<file path="src/rtl/mfrc522_spi_master_if.sv">
`default_nettype none
// ============================================================================
// Module      : mfrc522_spi_master_if
// Description : Request/response and SPI pin bundle for mfrc522_spi_master.
//               "master" is the controller's view, "slave" the user/pin side.
// Revision    : 1.0 - initial release
// ============================================================================
interface mfrc522_spi_master_if #(
    parameter int LEN_W = 6
);
    logic             start;
    logic             rw;
    logic [5:0]       addr;
    logic [LEN_W-1:0] len;
    logic [7:0]       wr_data;
    logic             wr_valid;
    logic             wr_ready;
    logic [7:0]       rd_data;
    logic             rd_valid;
    logic             busy;
    logic             done;
    logic             err;
    logic             spi_sclk;
    logic             spi_cs_n;
    logic             spi_mosi;
    logic             spi_miso;

    modport master (
        input  start, rw, addr, len, wr_data, wr_valid, spi_miso,
        output wr_ready, rd_data, rd_valid, busy, done, err,
               spi_sclk, spi_cs_n, spi_mosi
    );

    modport slave (
        output start, rw, addr, len, wr_data, wr_valid, spi_miso,
        input  wr_ready, rd_data, rd_valid, busy, done, err,
               spi_sclk, spi_cs_n, spi_mosi
    );
endinterface
`default_nettype wire

</file>
<file path="src/rtl/mfrc522_spi_master.sv">
`default_nettype none
// ============================================================================
// Module      : mfrc522_spi_master
// Description : SPI mode-0 master for MFRC522 register read/write bursts.
//               Sends {rw, addr, 0} followed by data/dummy bytes, streams
//               write bytes in through a ready/valid handshake and returns
//               read bytes as single-cycle pulses.
// Revision    : 1.0 - initial release
// ============================================================================
module mfrc522_spi_master #(
    parameter int CLK_DIV  = 25,
    parameter int CS_SETUP = 100,
    parameter int CS_HOLD  = 25,
    parameter int LEN_W    = 6
) (
    input wire                    clk_25mhz,
    input wire                    rst_n,
    mfrc522_spi_master_if.master  bus
);

    // One counter serves the setup, half-period and hold intervals.
    localparam int c_cnt_max = (CLK_DIV > CS_SETUP) ?
                               ((CLK_DIV > CS_HOLD) ? CLK_DIV : CS_HOLD) :
                               ((CS_SETUP > CS_HOLD) ? CS_SETUP : CS_HOLD);
    localparam int c_cnt_w   = $clog2(c_cnt_max + 1);
    // SETUP is shortened by the LOAD cycle and the first low half-period so
    // the first rising edge lands exactly CS_SETUP cycles after CS falls.
    localparam int c_setup_i = (CS_SETUP >= CLK_DIV + 2) ? (CS_SETUP - CLK_DIV - 2) : 0;

    localparam logic [c_cnt_w-1:0] c_div_last   = c_cnt_w'(CLK_DIV - 1);
    localparam logic [c_cnt_w-1:0] c_setup_last = c_cnt_w'(c_setup_i);
    localparam logic [c_cnt_w-1:0] c_hold_last  = c_cnt_w'(CS_HOLD - 1);
    localparam logic [c_cnt_w-1:0] c_cnt_one    = c_cnt_w'(1);
    localparam logic [LEN_W:0]     c_byte_one   = (LEN_W+1)'(1);

    typedef enum logic [2:0] {
        S_IDLE  = 3'd0,
        S_SETUP = 3'd1,
        S_LOAD  = 3'd2,
        S_SHIFT = 3'd3,
        S_HOLD  = 3'd4,
        S_GAP   = 3'd5,
        S_DONE  = 3'd6
    } state_t;

    state_t             r_state,   w_state_nxt;
    logic [c_cnt_w-1:0] r_cnt,     w_cnt_nxt;
    logic [2:0]         r_bit,     w_bit_nxt;
    // One bit wider than len so the wire-byte index reaches len without wrap.
    logic [LEN_W:0]     r_byte,    w_byte_nxt;
    logic               r_rw,      w_rw_nxt;
    logic [5:0]         r_addr,    w_addr_nxt;
    logic [LEN_W-1:0]   r_len,     w_len_nxt;
    logic [7:0]         r_tx,      w_tx_nxt;
    logic [7:0]         r_rx,      w_rx_nxt;
    logic               r_hi,      w_hi_nxt;
    logic               r_sclk,    w_sclk_nxt;
    logic               r_cs_n,    w_cs_n_nxt;
    logic               r_busy,    w_busy_nxt;
    logic               r_done,    w_done_nxt;
    logic               r_err,     w_err_nxt;
    logic [7:0]         r_rd_data, w_rd_data_nxt;
    logic               r_rd_valid, w_rd_valid_nxt;
    logic               w_wr_ready;

    logic [7:0]         w_addr_byte;
    logic               w_first_byte;
    logic               w_last_byte;
    logic               w_need_data;
    logic [7:0]         w_load_byte;

    assign w_addr_byte  = {r_rw, r_addr, 1'b0};
    assign w_first_byte = (r_byte == '0);
    assign w_last_byte  = (r_byte == {1'b0, r_len});
    // Only write data bytes wait on the user; address/dummy bytes never stall.
    assign w_need_data  = !r_rw && !w_first_byte;
    assign w_load_byte  = r_rw ? (w_last_byte ? 8'h00 : w_addr_byte)
                               : (w_first_byte ? w_addr_byte : bus.wr_data);

    // State and all output registers; reset forces the idle pin levels.
    always_ff @(posedge clk_25mhz) begin
        if (!rst_n) begin
            r_state    <= S_IDLE;
            r_cnt      <= '0;
            r_bit      <= '0;
            r_byte     <= '0;
            r_rw       <= 1'b0;
            r_addr     <= '0;
            r_len      <= '0;
            r_tx       <= '0;
            r_rx       <= '0;
            r_hi       <= 1'b0;
            r_sclk     <= 1'b0;
            r_cs_n     <= 1'b1;
            r_busy     <= 1'b0;
            r_done     <= 1'b0;
            r_err      <= 1'b0;
            r_rd_data  <= '0;
            r_rd_valid <= 1'b0;
        end else begin
            r_state    <= w_state_nxt;
            r_cnt      <= w_cnt_nxt;
            r_bit      <= w_bit_nxt;
            r_byte     <= w_byte_nxt;
            r_rw       <= w_rw_nxt;
            r_addr     <= w_addr_nxt;
            r_len      <= w_len_nxt;
            r_tx       <= w_tx_nxt;
            r_rx       <= w_rx_nxt;
            r_hi       <= w_hi_nxt;
            r_sclk     <= w_sclk_nxt;
            r_cs_n     <= w_cs_n_nxt;
            r_busy     <= w_busy_nxt;
            r_done     <= w_done_nxt;
            r_err      <= w_err_nxt;
            r_rd_data  <= w_rd_data_nxt;
            r_rd_valid <= w_rd_valid_nxt;
        end
    end

    // Next-state and next-output-register logic for the transaction sequencer.
    always_comb begin
        w_state_nxt    = r_state;
        w_cnt_nxt      = r_cnt;
        w_bit_nxt      = r_bit;
        w_byte_nxt     = r_byte;
        w_rw_nxt       = r_rw;
        w_addr_nxt     = r_addr;
        w_len_nxt      = r_len;
        w_tx_nxt       = r_tx;
        w_rx_nxt       = r_rx;
        w_hi_nxt       = r_hi;
        w_sclk_nxt     = r_sclk;
        w_cs_n_nxt     = r_cs_n;
        w_busy_nxt     = r_busy;
        w_done_nxt     = 1'b0;
        w_err_nxt      = 1'b0;
        w_rd_data_nxt  = r_rd_data;
        w_rd_valid_nxt = 1'b0;
        w_wr_ready     = 1'b0;

        case (r_state)
            S_IDLE: begin
                if (bus.start) begin
                    if (bus.len != '0) begin
                        w_rw_nxt    = bus.rw;
                        w_addr_nxt  = bus.addr;
                        w_len_nxt   = bus.len;
                        w_byte_nxt  = '0;
                        w_cnt_nxt   = '0;
                        w_cs_n_nxt  = 1'b0;
                        w_busy_nxt  = 1'b1;
                        w_state_nxt = S_SETUP;
                    end else begin
                        // Empty request: reject without touching the bus.
                        w_done_nxt  = 1'b1;
                        w_err_nxt   = 1'b1;
                        w_state_nxt = S_DONE;
                    end
                end
            end

            S_SETUP: begin
                if (r_cnt == c_setup_last) begin
                    w_cnt_nxt   = '0;
                    w_state_nxt = S_LOAD;
                end else begin
                    w_cnt_nxt   = r_cnt + c_cnt_one;
                end
            end

            S_LOAD: begin
                if (!w_need_data || bus.wr_valid) begin
                    w_wr_ready  = w_need_data;
                    w_tx_nxt    = w_load_byte;
                    w_bit_nxt   = '0;
                    w_cnt_nxt   = '0;
                    w_hi_nxt    = 1'b0;
                    w_state_nxt = S_SHIFT;
                end
            end

            S_SHIFT: begin
                if (!r_hi) begin
                    // Low half: MOSI already stable, rise and sample MISO.
                    if (r_cnt == c_div_last) begin
                        w_sclk_nxt = 1'b1;
                        w_rx_nxt   = {r_rx[6:0], bus.spi_miso};
                        w_hi_nxt   = 1'b1;
                        w_cnt_nxt  = '0;
                    end else begin
                        w_cnt_nxt  = r_cnt + c_cnt_one;
                    end
                end else begin
                    // Byte 0 of a read is the address echo and is dropped.
                    if (r_cnt == '0 && r_bit == 3'd7 && r_rw && !w_first_byte) begin
                        w_rd_data_nxt  = r_rx;
                        w_rd_valid_nxt = 1'b1;
                    end
                    if (r_cnt == c_div_last) begin
                        w_sclk_nxt = 1'b0;
                        w_cnt_nxt  = '0;
                        if (r_bit == 3'd7) begin
                            if (w_last_byte) begin
                                w_tx_nxt    = '0;
                                w_state_nxt = S_HOLD;
                            end else begin
                                w_byte_nxt  = r_byte + c_byte_one;
                                w_state_nxt = S_LOAD;
                            end
                        end else begin
                            w_bit_nxt = r_bit + 3'd1;
                            w_tx_nxt  = {r_tx[6:0], 1'b0};
                            w_hi_nxt  = 1'b0;
                        end
                    end else begin
                        w_cnt_nxt = r_cnt + c_cnt_one;
                    end
                end
            end

            S_HOLD: begin
                if (r_cnt == c_hold_last) begin
                    w_cs_n_nxt  = 1'b1;
                    w_cnt_nxt   = '0;
                    w_state_nxt = S_GAP;
                end else begin
                    w_cnt_nxt   = r_cnt + c_cnt_one;
                end
            end

            S_GAP: begin
                if (r_cnt == c_hold_last) begin
                    w_cnt_nxt   = '0;
                    w_done_nxt  = 1'b1;
                    w_state_nxt = S_DONE;
                end else begin
                    w_cnt_nxt   = r_cnt + c_cnt_one;
                end
            end

            S_DONE: begin
                w_busy_nxt  = 1'b0;
                w_state_nxt = S_IDLE;
            end

            default: begin
                w_state_nxt = S_IDLE;
            end
        endcase
    end

    assign bus.spi_sclk = r_sclk;
    assign bus.spi_cs_n = r_cs_n;
    assign bus.spi_mosi = r_tx[7];
    assign bus.busy     = r_busy;
    assign bus.done     = r_done;
    assign bus.err      = r_err;
    assign bus.rd_data  = r_rd_data;
    assign bus.rd_valid = r_rd_valid;
    assign bus.wr_ready = w_wr_ready;

endmodule
`default_nettype wire

</file>
<file path="src/flat_wrapper.sv">
// flat-port wrapper written by rule: the top's interface ports become plain ports
module mfrc522_spi_master_flat 
#(
    parameter int CLK_DIV  = 25,
    parameter int CS_SETUP = 100,
    parameter int CS_HOLD  = 25,
    parameter int LEN_W    = 6
)
  (clk_25mhz, rst_n, bus_start, bus_rw, bus_addr, bus_len, bus_wr_data, bus_wr_valid, bus_spi_miso, bus_wr_ready, bus_rd_data, bus_rd_valid, bus_busy, bus_done, bus_err, bus_spi_sclk, bus_spi_cs_n, bus_spi_mosi);
  mfrc522_spi_master_if #(.LEN_W(LEN_W)) bus_i ();
  input wire clk_25mhz;
  input wire rst_n;
  input wire logic [$bits(bus_i.start)-1:0] bus_start;
  input wire logic [$bits(bus_i.rw)-1:0] bus_rw;
  input wire logic [$bits(bus_i.addr)-1:0] bus_addr;
  input wire logic [$bits(bus_i.len)-1:0] bus_len;
  input wire logic [$bits(bus_i.wr_data)-1:0] bus_wr_data;
  input wire logic [$bits(bus_i.wr_valid)-1:0] bus_wr_valid;
  input wire logic [$bits(bus_i.spi_miso)-1:0] bus_spi_miso;
  output wire logic [$bits(bus_i.wr_ready)-1:0] bus_wr_ready;
  output wire logic [$bits(bus_i.rd_data)-1:0] bus_rd_data;
  output wire logic [$bits(bus_i.rd_valid)-1:0] bus_rd_valid;
  output wire logic [$bits(bus_i.busy)-1:0] bus_busy;
  output wire logic [$bits(bus_i.done)-1:0] bus_done;
  output wire logic [$bits(bus_i.err)-1:0] bus_err;
  output wire logic [$bits(bus_i.spi_sclk)-1:0] bus_spi_sclk;
  output wire logic [$bits(bus_i.spi_cs_n)-1:0] bus_spi_cs_n;
  output wire logic [$bits(bus_i.spi_mosi)-1:0] bus_spi_mosi;
  assign bus_i.start = bus_start;
  assign bus_i.rw = bus_rw;
  assign bus_i.addr = bus_addr;
  assign bus_i.len = bus_len;
  assign bus_i.wr_data = bus_wr_data;
  assign bus_i.wr_valid = bus_wr_valid;
  assign bus_i.spi_miso = bus_spi_miso;
  assign bus_wr_ready = bus_i.wr_ready;
  assign bus_rd_data = bus_i.rd_data;
  assign bus_rd_valid = bus_i.rd_valid;
  assign bus_busy = bus_i.busy;
  assign bus_done = bus_i.done;
  assign bus_err = bus_i.err;
  assign bus_spi_sclk = bus_i.spi_sclk;
  assign bus_spi_cs_n = bus_i.spi_cs_n;
  assign bus_spi_mosi = bus_i.spi_mosi;
  mfrc522_spi_master #(.CLK_DIV(CLK_DIV), .CS_SETUP(CS_SETUP), .CS_HOLD(CS_HOLD), .LEN_W(LEN_W)) u_core (.clk_25mhz(clk_25mhz), .rst_n(rst_n), .bus(bus_i));
endmodule
</file>
<file path="config.mk">
export PLATFORM = sky130hd
export DESIGN_NAME = mfrc522_spi_master_flat
export DESIGN_NICKNAME = d
export VERILOG_FILES = /design/src/rtl/mfrc522_spi_master_if.sv /design/src/rtl/mfrc522_spi_master.sv /design/src/flat_wrapper.sv
export SDC_FILE = /design/constraint.sdc
export NUM_CORES = 1
export LEC_CHECK = 0
export ABC_CLOCK_PERIOD_IN_PS = 2460
export BUFFER_PORTS_ARGS = -buffer_cell sky130_fd_sc_hd__buf_2
export CORE_UTILIZATION = 35
export DETAILED_ROUTE_END_ITERATION = 10
export GPL_TIMING_DRIVEN = 0
export PLACE_DENSITY = 0.56
export SLEW_MARGIN = 20
export SYNTH_ARGS = -nofsm -noshare
export SYNTH_HDL_FRONTEND = slang
export SYNTH_SLANG_ARGS = --single-unit
</file>
<file path="constraint.sdc">
create_clock -name clk_25mhz -period 2.46 [get_ports clk_25mhz]
set_input_delay 0 -clock clk_25mhz [delete_from_list [all_inputs] [get_ports clk_25mhz]]
set_output_delay 0 -clock clk_25mhz [all_outputs]
set_load 0.02 [all_outputs]
</file>
==> flow_summary_export.csv <==
group,metric,value,unit
worst_setup_path,critPathKind,"reg2reg",
synthesis,synth_most_common_cell,"dfxtp_1",
finish,finish.utilization,0.448,
synthesis,netlist-cell-type-count,53,
finish,final.fill_count,894,
floorplanning,core-area,0.00872,mm²
synthesis,syn_avg_cell_area,8.82,µm²
worst_setup_path,crit_path_max_incr_delay,0.40,ns
detailed_routing,routedWlPerCell,15.1,µm
placement,portBuffers,40,
worst_setup_path,endpoint_kind,"flip-flop",
cts,clock-sinks,64,
detailed_routing,vias,2884,
global_routing,grt_first_pass_wirelength,13600,µm
worst_setup_path,worstSetupEndpoint,"u_core.r_byte[6]$_SDFFE_PN0P_",
cts,clk_pin_slew,0.07,ns
sta,fin_crit_sh,0.938,
worst_setup_path,r2r-start,"u_core.r_cnt[0]$_SDFFE_PN0P_",
worst_setup_path,rr_worst_depth,8,
worst_setup_path,startpoint,"u_core.r_cnt[0]$_SDFFE_PN0P_",
finish,layout-drive-gt1-share,0.203,
detailed_routing,ant_nets,0,
cts,clk_latency,0.34,ns
synthesis,ys_ff_latch,64,
synthesis,synth.top_cell.area_share,0.407,
sta,setup_tns,0,ns
sta,max_freq,433,MHz
hold_path,hold_path_class,"in2reg",
placement,post-place-cells,505,
power_and_ir_drop,peakVddDrop,317,µV
finish,seq_area,0.00128,mm²
cts,cts_tree,"done",
worst_setup_path,cp_max_fo,10,
synthesis,synth-async-reset-ratio,0,
finish,area_growth,24.1,%
synthesis,synth_nets,390,
worst_setup_path,startpoint_type,"flip-flop",
finish,nNetsFinal,456,
finish,n_antenna_cell,0,
global_routing,grt_antenna_before_repair,0,
cts,clockRootBuffer,"clkbuf_8",
synthesis,ys.flop_type,"dfxtp_1",
synthesis,synth-seq-area-share,0.407,
worst_setup_path,r2r_setup_slack,0.15,ns
sta,max-slew-margin-rel,0.520,
power_and_ir_drop,p_leak,1.46,nW
placement,gp_congestion,0.815,
global_routing,grtUsageTotal,0.180,
worst_setup_path,r2r-end,"u_core.r_byte[6]$_SDFFE_PN0P_",
finish,multiInputGateArea,0.00176,mm²
synthesis,syn_inst,357,
sta,finalHoldViolations,0,
synthesis,synth_common_cells,"dfxtp_1, nor2_1, nand2_1",
sta,timing.final.max_slew_violations,0,
floorplanning,io_pins,42,
cts,htreeDepth,3,
power_and_ir_drop,power_density,882,mW/mm²
cts,cts_inserted_buffers,9,
worst_setup_path,critPathArrivalTime,2.59,ns
detailed_routing,first_pass_iters,4,
floorplanning,die_y,96.9,µm
sta,rsz0062_at_grt,"no",
synthesis,ys_warn_count,0,
floorplanning,start_util,0.361,
worst_setup_path,cpMaxStageDelayCell,"a2111o_1",
synthesis,synthTopCellsByArea,"dfxtp_1, mux2i_1, a21oi_1",
detailed_routing,drt_iter0_markers,175,
sta,hold_slack,0.0828,ns
cts,clockBufferDepth,2,
synthesis,yosys.area.top_type,"dfxtp_1",
detailed_routing,drc,0,
sta,post-route-min-period,2.31,ns
sta,setup_viol,0,
status,status,"finished, final reports clean",
run,max_cap_viol_count,0,
detailed_routing,vias_per_cell,5.38,
worst_setup_path,required,2.74,ns
sta,finClkSkew,0.0139,ns
synthesis,syn_area,0.00315,mm²
worst_setup_path,crit_chain,"inv_1 -> ha_1 -> nor2b_1 -> and3_1 -> o211ai_1 -> buf_4 -> a2111o_1 -> nand2_1",
global_routing,grt_max_degree,12,
placement,dp_hpwl,5840,µm
global_routing,overflow,0,
floorplanning,die_width,96.9,µm
synthesis,synth_edf_count,0,
detailed_routing,drt_wl_total,8120,µm
sta,worstMarginPinSlew,0.713,ns
floorplanning,die_area,0.00938,mm²
hold_path,hold_depth,4,
floorplanning,rows,34,
global_routing,first_global_vias,2670,
finish,fin_cells,536,
## area by class of cell
class                           instances  area share
Clock buffer                           11      0.0336
Timing Repair Buffer                   55      0.0922
Multi-Input combinational cell        262       0.451
Clock inverter                          5      0.0269
Tap cell                              108      0.0346
Inverter                               10     0.00960
Sequential cell                        64       0.328
Buffer                                 21      0.0246
## placed cells by master, fill, tap and decap left out, types with 4 or more instances in the layout
master          n
a2111o_1        5
clkbuf_8        9
a211oi_1        7
inv_1           9
a22oi_1        11
nand2_1        35
dlygate4sd3_1  14
mux2_2          6
or3_1           8
clkbuf_1       10
nor4_1          5
xnor2_1         6
and3_1          4
o21ai_0         8
nand3_1        15
nor2_1         36
dfxtp_1        64
nand4_1         4
a21oi_1        30
mux2i_1        19
buf_2          49
ha_1            6
## per-stage QoR
step                total power [mW]  area, µm²  setup WS [ns]
finish                          3.45       3910          0.153
CTS                             3.44       3880         0.0750
global placement                2.32       3480        -0.0936
detailed placement              2.33       3480         -0.114
floorplan                       2.05       3150          0.310
global route                    3.66       3910        0.00779
## kinds of logic (layout without fill, tap and decap cells)
kind of cell             count (synthesis)  after routing  synth area share
flip-flops                              64             64             0.407
AND/OR/NAND/NOR                        132            132             0.219
XOR/XNOR                                 9              9            0.0250
adder cells (fa/ha/maj)                  7              7            0.0278
multiplexers                            25             25            0.0818
buffers and inverters                   31            102            0.0421
AO/OA/AOI/OAI                           89             89             0.198
## critical path, delay by kind of cell, from the launching register on
family | cells | cell delay (ns)
adder cells (fa/ha/maj) | 1 | 0.18
AND/OR/NAND/NOR | 3 | 0.67
flip-flops | 1 | 0.35
buffers and inverters | 2 | 0.38
AO/OA/AOI/OAI | 2 | 0.68
## state kept, by name, indices dropped and copies added (netlist names), 3 cells and up
register and cells:
u_core.r_byte 7, u_core.r_bit 3, u_core.r_tx 8, u_core.bus.rd_data 8, u_core.r_rx 8, u_core.r_state 3, u_core.r_len 6, u_core.r_addr 6
u_core.r_cnt 7
## worst min path at each step
| stage | start | to | slack, ns |
|---|---|---|---|
| 2_1_floorplan | bus_addr[0] | u_core.r_addr[0]$_SDFFE_PN0P_ | 0.14 |
| 3_3_place_gp | bus_addr[3] | u_core.r_addr[3]$_SDFFE_PN0P_ | 0.24 |
| 3_5_place_dp | bus_addr[2] | u_core.r_addr[2]$_SDFFE_PN0P_ | 0.25 |
| 4_1_cts | bus_wr_data[0] | u_core.r_tx[0]$_SDFFE_PN0P_ | 0.08 |
| 5_1_grt | bus_wr_data[0] | u_core.r_tx[0]$_SDFFE_PN0P_ | 0.07 |
| 6_report | bus_wr_data[0] | u_core.r_tx[0]$_SDFFE_PN0P_ | 0.08 |
## metal layers
metal | global-route usage | wire [µm]
met3 | 0.0462 | 361
met1 | 0.252 | 3990
met2 | 0.277 | 3710
met5 | 0 | 0
met4 | 0.0413 | 55
## where the power goes
part,switching (mW),internal [mW]
Combinational,0.668,0.424
Sequential,0.0987,1.16
Clock,0.418,0.674
## timing repair
action                                  CTS  global route
endpoints found under the hold margin    14             0
endpoints found under the setup margin    8            34
buffers inserted                          1             0
pin swaps                                 1             0
resized for setup                         0             7
hold buffers                             14             0
No activity file was read; power rests on OpenSTA's default activity.
